==> config.mk <==
export PLATFORM = sky130hd
export DESIGN_NAME = simple_proc
export DESIGN_NICKNAME = d
export VERILOG_FILES = /design/src/rtl/simple_proc_pkg.sv /design/src/rtl/simple_proc_alu.sv /design/src/rtl/simple_proc.sv
export SDC_FILE = /design/constraint.sdc
export NUM_CORES = 1
export LEC_CHECK = 0
export ABC_AREA = 1
export BUFFER_PORTS_ARGS = -buffer_cell sky130_fd_sc_hd__buf_2
export CAP_MARGIN = 20
export CORE_MARGIN = 2
export CORE_UTILIZATION = 45
export DETAILED_ROUTE_END_ITERATION = 8
export GPL_ROUTABILITY_DRIVEN = 0
export PLACE_DENSITY_LB_ADDON = 0.12
export SLEW_MARGIN = 20
export SYNTH_ARGS = -nofsm -noshare
export SYNTH_HDL_FRONTEND = slang
export SYNTH_SLANG_ARGS = --single-unit
export TNS_END_PERCENT = 5
==> constraint.sdc <==
create_clock -name clk -period 2.4 [get_ports clk]
set_input_delay 0.12 -clock clk [delete_from_list [all_inputs] [get_ports clk]]
set_output_delay 0.12 -clock clk [all_outputs]
set_load 0.02 [all_outputs]
==> src/rtl/simple_proc_pkg.sv <==
// ============================================================================
// simple_proc_pkg : shared widths, opcode and FSM state encodings
// Revision 1.0
// ============================================================================
`default_nettype none

package simple_proc_pkg;

  localparam int DATA_W_DEF = 8;
  localparam int ADDR_W_DEF = 5;
  localparam int OPC_W      = 3;

  typedef enum logic [OPC_W-1:0] {
    OP_LDA  = 3'd0,
    OP_ADD  = 3'd1,
    OP_SUB  = 3'd2,
    OP_AND  = 3'd3,
    OP_OUT  = 3'd4,
    OP_JMP  = 3'd5,
    OP_JZ   = 3'd6,
    OP_HALT = 3'd7
  } opcode_t;

  typedef enum logic [1:0] {
    ST_FETCH = 2'd0,
    ST_EXEC  = 2'd1,
    ST_HALT  = 2'd2
  } state_t;

endpackage

`default_nettype wire

==> src/rtl/simple_proc_alu.sv <==
// ============================================================================
// simple_proc_alu : next-accumulator value and zero test for the EXEC state
// Revision 1.0
// ============================================================================
`default_nettype none

module simple_proc_alu
  import simple_proc_pkg::*;
#(
  parameter int DATA_W = DATA_W_DEF
) (
  input  opcode_t           opcode_i,
  input  logic [DATA_W-1:0] acc_i,
  input  logic [DATA_W-1:0] datain_i,
  output logic [DATA_W-1:0] acc_next_o,
  output logic              zero_o
);

  // Non-arithmetic opcodes leave the accumulator untouched.
  always_comb begin
    acc_next_o = acc_i;
    unique case (opcode_i)
      OP_LDA:  acc_next_o = datain_i;
      OP_ADD:  acc_next_o = acc_i + datain_i;
      OP_SUB:  acc_next_o = acc_i - datain_i;
      OP_AND:  acc_next_o = acc_i & datain_i;
      default: acc_next_o = acc_i;
    endcase
  end

  assign zero_o = (acc_i == '0);

endmodule

`default_nettype wire

==> src/rtl/simple_proc.sv <==
// ============================================================================
// simple_proc : two-cycle FETCH/EXEC 8-bit accumulator processor
// Revision 1.0
// ============================================================================
`default_nettype none

module simple_proc
  import simple_proc_pkg::*;
#(
  parameter int DATA_W = DATA_W_DEF,
  parameter int ADDR_W = ADDR_W_DEF
) (
  input  logic              clk,
  input  logic              nrst,
  input  logic [DATA_W-1:0] datain,
  output logic [DATA_W-1:0] dataout,
  output logic [ADDR_W-1:0] address
);

  state_t            state_q, state_d;
  logic [ADDR_W-1:0] pc_q,    pc_d;
  logic [DATA_W-1:0] ir_q,    ir_d;
  logic [DATA_W-1:0] acc_q,   acc_d;
  logic [DATA_W-1:0] dout_q,  dout_d;

  opcode_t           opcode;
  logic [ADDR_W-1:0] operand;
  logic [DATA_W-1:0] alu_acc;
  logic              acc_zero;

  assign opcode  = opcode_t'(ir_q[DATA_W-1 -: OPC_W]);
  assign operand = ir_q[ADDR_W-1:0];

  simple_proc_alu #(
    .DATA_W (DATA_W)
  ) u_alu (
    .opcode_i   (opcode),
    .acc_i      (acc_q),
    .datain_i   (datain),
    .acc_next_o (alu_acc),
    .zero_o     (acc_zero)
  );

  always_ff @(posedge clk or negedge nrst) begin
    if (!nrst) begin
      state_q <= ST_FETCH;
      pc_q    <= '0;
      ir_q    <= '0;
      acc_q   <= '0;
      dout_q  <= '0;
    end else begin
      state_q <= state_d;
      pc_q    <= pc_d;
      ir_q    <= ir_d;
      acc_q   <= acc_d;
      dout_q  <= dout_d;
    end
  end

  always_comb begin
    state_d = state_q;
    pc_d    = pc_q;
    ir_d    = ir_q;
    acc_d   = acc_q;
    dout_d  = dout_q;
    unique case (state_q)
      ST_FETCH: begin
        ir_d    = datain;
        pc_d    = pc_q + ADDR_W'(1);
        state_d = ST_EXEC;
      end
      ST_EXEC: begin
        acc_d   = alu_acc;
        state_d = ST_FETCH;
        // Jump targets replace the pc that FETCH already advanced.
        unique case (opcode)
          OP_OUT:  dout_d  = acc_q;
          OP_JMP:  pc_d    = operand;
          OP_JZ:   if (acc_zero) pc_d = operand;
          OP_HALT: state_d = ST_HALT;
          default: ;
        endcase
      end
      ST_HALT: state_d = ST_HALT;
      default: state_d = ST_FETCH;
    endcase
  end

  assign address = (state_q == ST_EXEC) ? operand : pc_q;
  assign dataout = dout_q;

endmodule

`default_nettype wire

### After elaboration in Yosys (flattened, before gate mapping)

Cells that the tools add are included.

* $add $sub $neg: 3
* equal/unequal tests: 11
* mux-type cells: 7
* bitwise operators: 1
* reduce and logical (&&, ||, !) cells: 8

Operator list (number)
* case mux 8 bit (4 select lines): 1
* case mux 5 bit (2 select lines): 2
* equality test 3 bit, second input constant: 4
* 2-to-1 mux 5 bit: 2
* adder 8 bit: 1
* AND 8 bit: 1
* logical NOT 8 bit: 1
* subtractor 8 bit: 1
* equality test 3 x 2 -> 1 bit, second input constant: 2
* case mux 2 bit (3 select lines): 1
* adder 5 x 1 -> 5 bit, second input constant: 1
* AND reduction 2 bit: 2
* nonzero test 4 bit: 1
* equality test 3 x 1 -> 1 bit, second input constant: 1
* logical NOT 3 bit: 1
* != test 3 x 1 -> 1 bit, second input constant: 1
* != test 3 bit, second input constant: 1
* AND reduction 3 bit: 1
* equality test 2 x 1 -> 1 bit, second input constant: 1
* equality test 2 bit, second input constant: 1
* logical NOT 2 bit: 1
* 2-to-1 mux 2 bit: 1
* nonzero test 2 bit: 1

* register bits after elaboration: 31
* input port bits: 10
* logic and storage cells: 35

### Depth between registers and ports, before layout

* depth after elaboration: 4
* gate-level depth with buffers: 17

### Hierarchy

A second synthesis with hierarchy kept.

* cells, all modules: 316
* area, all modules: 2270.9 sq um

Modules (own cells, without submodules)
* simple_proc: times used 1, cells an instance 168, area each 1416.4 sq um
* simple_proc_alu: times used 1, cells an instance 148, area each 854.6 sq um

### Worst setup path before layout

OpenSTA, ideal clock, no wires.

* path type: reg-to-reg
* from: register ir_q[7]
* to: register acc_q[7]
* setup time: 0.122 ns
* arrival time: 1.868 ns
* required time: 2.278 ns
* path slack: 0.410 ns
* cell stages (with the launch flop): 16
* path buffers: 0
* cells stage by stage: dfrtp_1 inv_2 nand3_4 o21ai_0 nand2_1 xor2_1 inv_1 ha_1 nand2_1 inv_1 nand2_1 nand2_1 a21oi_1 nand3_1 nand3_1 a21oi_1

* longest elaborated chain between the ends: 3
* elaborated cells between the ends (all ways): 7
* those cells by class: 3 x eq/ne; 1 x mux; 3 x reduce/logical

Ends and longest elaborated chain
* start, declared: line simple_proc.sv:22 `logic [DATA_W-1:0] ir_q, ir_d;`
* start signal, assigned: line simple_proc.sv:54 `ir_q <= ir_d;`
* equality test 3 x 1 -> 1 bit, or another cell as far along: line simple_proc_alu.sv:22 `unique case (opcode_i)`
* nonzero test 4 bit (no line)
* AND reduction 2 bit (no line)
* end signal, assigned: line simple_proc.sv:49 `acc_q <= '0;`
* end signal, assigned: line simple_proc.sv:55 `acc_q <= acc_d;`
* end, declared: line simple_proc.sv:23 `logic [DATA_W-1:0] acc_q, acc_d;`

Parallel ways exist; a longest one is shown, timed or not.
A chain may end at the register's enable or synchronous reset.

### Worst setup path in the final report

* from: register ir_q[5]
* to: register acc_q[7]

The elaborated chain is that of the path after synthesis.

==> insert_results.sql <==
INSERT INTO impl_metrics (metric_group, metric, value, unit) VALUES
('status', 'outcome', 'finished, final reports clean', ''),
('power_and_ir_drop', 'internal_power', '1.81', 'mW'),
('clock_network', 'cts-buffers-inserted', '5', ''),
('logic_synthesis', 'synth_compound_area_share', '17.4', '%'),
('drt', 'ant_nets', '0', ''),
('critical_path', 'worstPathRequired', '2.58', 'ns'),
('min_path', 'worst_hold_path.endpoint', 'ir_q[7]', ''),
('logic_synthesis', 'synth.net_count', '287', ''),
('logic_synthesis', 'seq_area_frac_synth', '38.6', '%'),
('drt', 'routed_via_density', '5.20', ''),
('critical_path', 'r2r-end', 'acc_q[7]', ''),
('sta', 'timing.setup.tns', '0', 'ns'),
('logic_synthesis', 'yosys.area_share.adder', '7.22', '%'),
('placed_design', 'placed_area', '0.00218', 'mm²'),
('critical_path', 'r2r_start', 'ir_q[5]', ''),
('floorplan', 'initial_core_util', '46.5', '%'),
('placed_design', 'place.port_buffers', '22', ''),
('critical_path', 'timing.critical_path.from', 'ir_q[5]', ''),
('flow_run', 'max_cap_violations', '0', ''),
('sta', 'clock-skew-final', '0.00286', 'ns'),
('drt', 'routed-via-count', '1799', ''),
('clock_network', 'cts_max_level', '2', ''),
('layout', 'post-route-cell-area', '0.00228', 'mm²'),
('power_and_ir_drop', 'power.share.switching', '50.6', '%'),
('global_route', 'grt_pass1_wl', '7910', 'µm'),
('critical_path', 'critPathKind', 'reg2reg', ''),
('clock_network', 'cts_tree', 'yes', ''),
('critical_path', 'cp-end-kind', 'register', ''),
('logic_synthesis', 'synthDistinctLibCells', '33', ''),
('global_route', 'grt-ovfl-total', '0', ''),
('clock_network', 'clock_latency', '0.29', 'ns'),
('logic_synthesis', 'muxShareOfSynthArea', '0', '%'),
('layout', 'layout.filler_cells', '450', ''),
('min_path', 'worst_hold_path.num_cells', '3', ''),
('floorplan', 'floorplan.die.width', '70.8', 'µm'),
('layout', 'total_area_of_multi_input_combinational_cells', '0.00106', 'mm²'),
('floorplan', 'fp.dieH', '70.8', 'µm'),
('logic_synthesis', 'dominantRegCellSynth', 'dfrtp_1', ''),
('clock_network', 'clock-sinks', '31', ''),
('sta', 'worst-slew-pin-transition', '0.691', 'ns'),
('logic_synthesis', 'syn_avg_cell_area', '7.55', 'µm²'),
('min_path', 'min_path_type', 'in2reg', ''),
('sta', 'hold_violations', '0', ''),
('clock_network', 'cts.root.buffer_cell', 'clkbuf_8', ''),
('sta', 'layout_worst_path_cycle_share', '90.0', '%'),
('floorplan', 'row_count', '24', ''),
('global_route', 'grt_usage', '20.1', '%'),
('global_route', 'largest_net_degree_at_the_start_of_global_routing', '32', ''),
('sta', 'timing.final.max_slew_violations', '0', ''),
('power_and_ir_drop', 'clockPowerShare', '11.6', '%'),
('layout', 'layout.cells.most_common_list', 'nand2_1, inv_1, dfrtp_1', ''),
('logic_synthesis', 'syn-instance-count', '266', ''),
('floorplan', 'ios', '23', ''),
('logic_synthesis', 'post_synth_and_or_nand_nor_area_fraction', '24.3', '%'),
('sta', 'final.min_clock_period', '2.16', 'ns'),
('global_route', 'grt_antenna_before_repair', '0', ''),
('critical_path', 'arrival_time_of_the_worst_setup_path', '2.34', 'ns'),
('critical_path', 'timing.critical_path.fanout_max', '8', ''),
('layout', 'diodes', '0', ''),
('clock_network', 'cts_max_path_buffers', '2', ''),
('power_and_ir_drop', 'vdd_ir_drop_max', '0.000744', 'V'),
('power_and_ir_drop', 'power-per-cell-area', '1600', 'mW/mm²'),
('drt', 'post-route-drc-count', '0', ''),
('power_and_ir_drop', 'switchingPower', '1.85', 'mW'),
('layout', 'finalNetCount', '315', ''),
('critical_path', 'worst-r2r-cell-count', '15', ''),
('logic_synthesis', 'netlist_area_before_placement', '0.00201', 'mm²'),
('layout', 'area_growth', '13.4', '%'),
('sta', 'whs', '0.0905', 'ns'),
('sta', 'setup_viol_count_final', '0', ''),
('logic_synthesis', 'synth_xor_xnor_area_share', '3.92', '%');
timing repair:
action	in CTS	in global routing
resized for setup	0	0
hold endpoints to repair	31	0
hold buffers	1	0
cells in the mapped netlist, drive strengths merged, types with 3 or more instances:
library cell,number,area [µm²]
ha,10,125
o21ai,34,170
nor2,15,82.6
a22oi,3,22.5
nand2,64,250
nand3,20,118
dfrtp,31,776
a21oi,21,105
xor2,5,43.8
xnor2,4,35.0
inv,40,150
worst max-delay path: stages, from the launching register on:
cell and delay (ns):
dfrtp_1 0.41, inv_1 0.13, nand3_4 0.13, o21ai_0 0.10, nand2_1 0.08, xor2_1 0.14
inv_1 0.07, ha_1 0.34, nand2_1 0.11, inv_1 0.05, nand2_1 0.07, nand2_1 0.06
a21oi_1 0.14, nand3_1 0.08, nand3_1 0.07, a21oi_1 0.06
layer usage:
metal | vias up | global-route usage [%] | wire length (µm) | part of all wire (%)
met4 | 0 | 6.29 | 65 | 1.4
met3 | 6 | 3.85 | 141 | 3.1
met5 | - | 0 | 0 | 0
met2 | 32 | 32.5 | 2240 | 49
met1 | 834 | 27.4 | 2170 | 47
li1 | 927 | - | - | -
state kept, by name, indices dropped and copies added, names as in the netlist:
signal and flops:
pc_q 5, dataout 8, ir_q 8, acc_q 8, state_q 2
metrics by stage:
stage	setup WS (ns)	power (mW)	instances	utilization, %
after floorplan	0.410	2.67	266	-
after global placement	0.211	3.21	338	50.5
after detailed placement	0.121	3.25	338	50.5
after CTS	0.258	3.68	346	52.7
after global routing	0.0527	4.04	346	52.7
final	0.239	3.66	346	52.7
power groups by stage:
stage | clock [mW] | sequential [mW] | combinational, mW
after floorplan | 0 | 1.03 | 1.64
after global placement | 0 | 0.962 | 2.25
after detailed placement | 0 | 0.967 | 2.28
after CTS | 0.432 | 0.960 | 2.28
after global routing | 0.449 | 1.00 | 2.59
final | 0.424 | 0.958 | 2.27
logic make-up after synthesis:
logic type / count (synthesis)
AO/OA/AOI/OAI: 65
adder cells (fa/ha/maj): 11
AND/OR/NAND/NOR: 105
buffers and inverters: 45
flip-flops: 31
XOR/XNOR: 9
worst max path at each step:
stage	end	slack, ns	depth (start not counted)
after floorplan	acc_q[7]	0.41	15
after global placement	acc_q[7]	0.21	16
after detailed placement	acc_q[7]	0.12	16
after CTS	acc_q[7]	0.26	15
after global routing	acc_q[7]	0.05	15
final	acc_q[7]	0.24	15
final cells by class:
class | count | area share, %
multi-input combinational | 190 | 46.6
sequential | 31 | 34.0
inverter | 41 | 6.75
timing repair buffer | 25 | 5.93
clock buffer | 6 | 3.62
tap | 52 | 2.85
clock inverter | 1 | 0.220
Power figures use the tool's default switching activity.
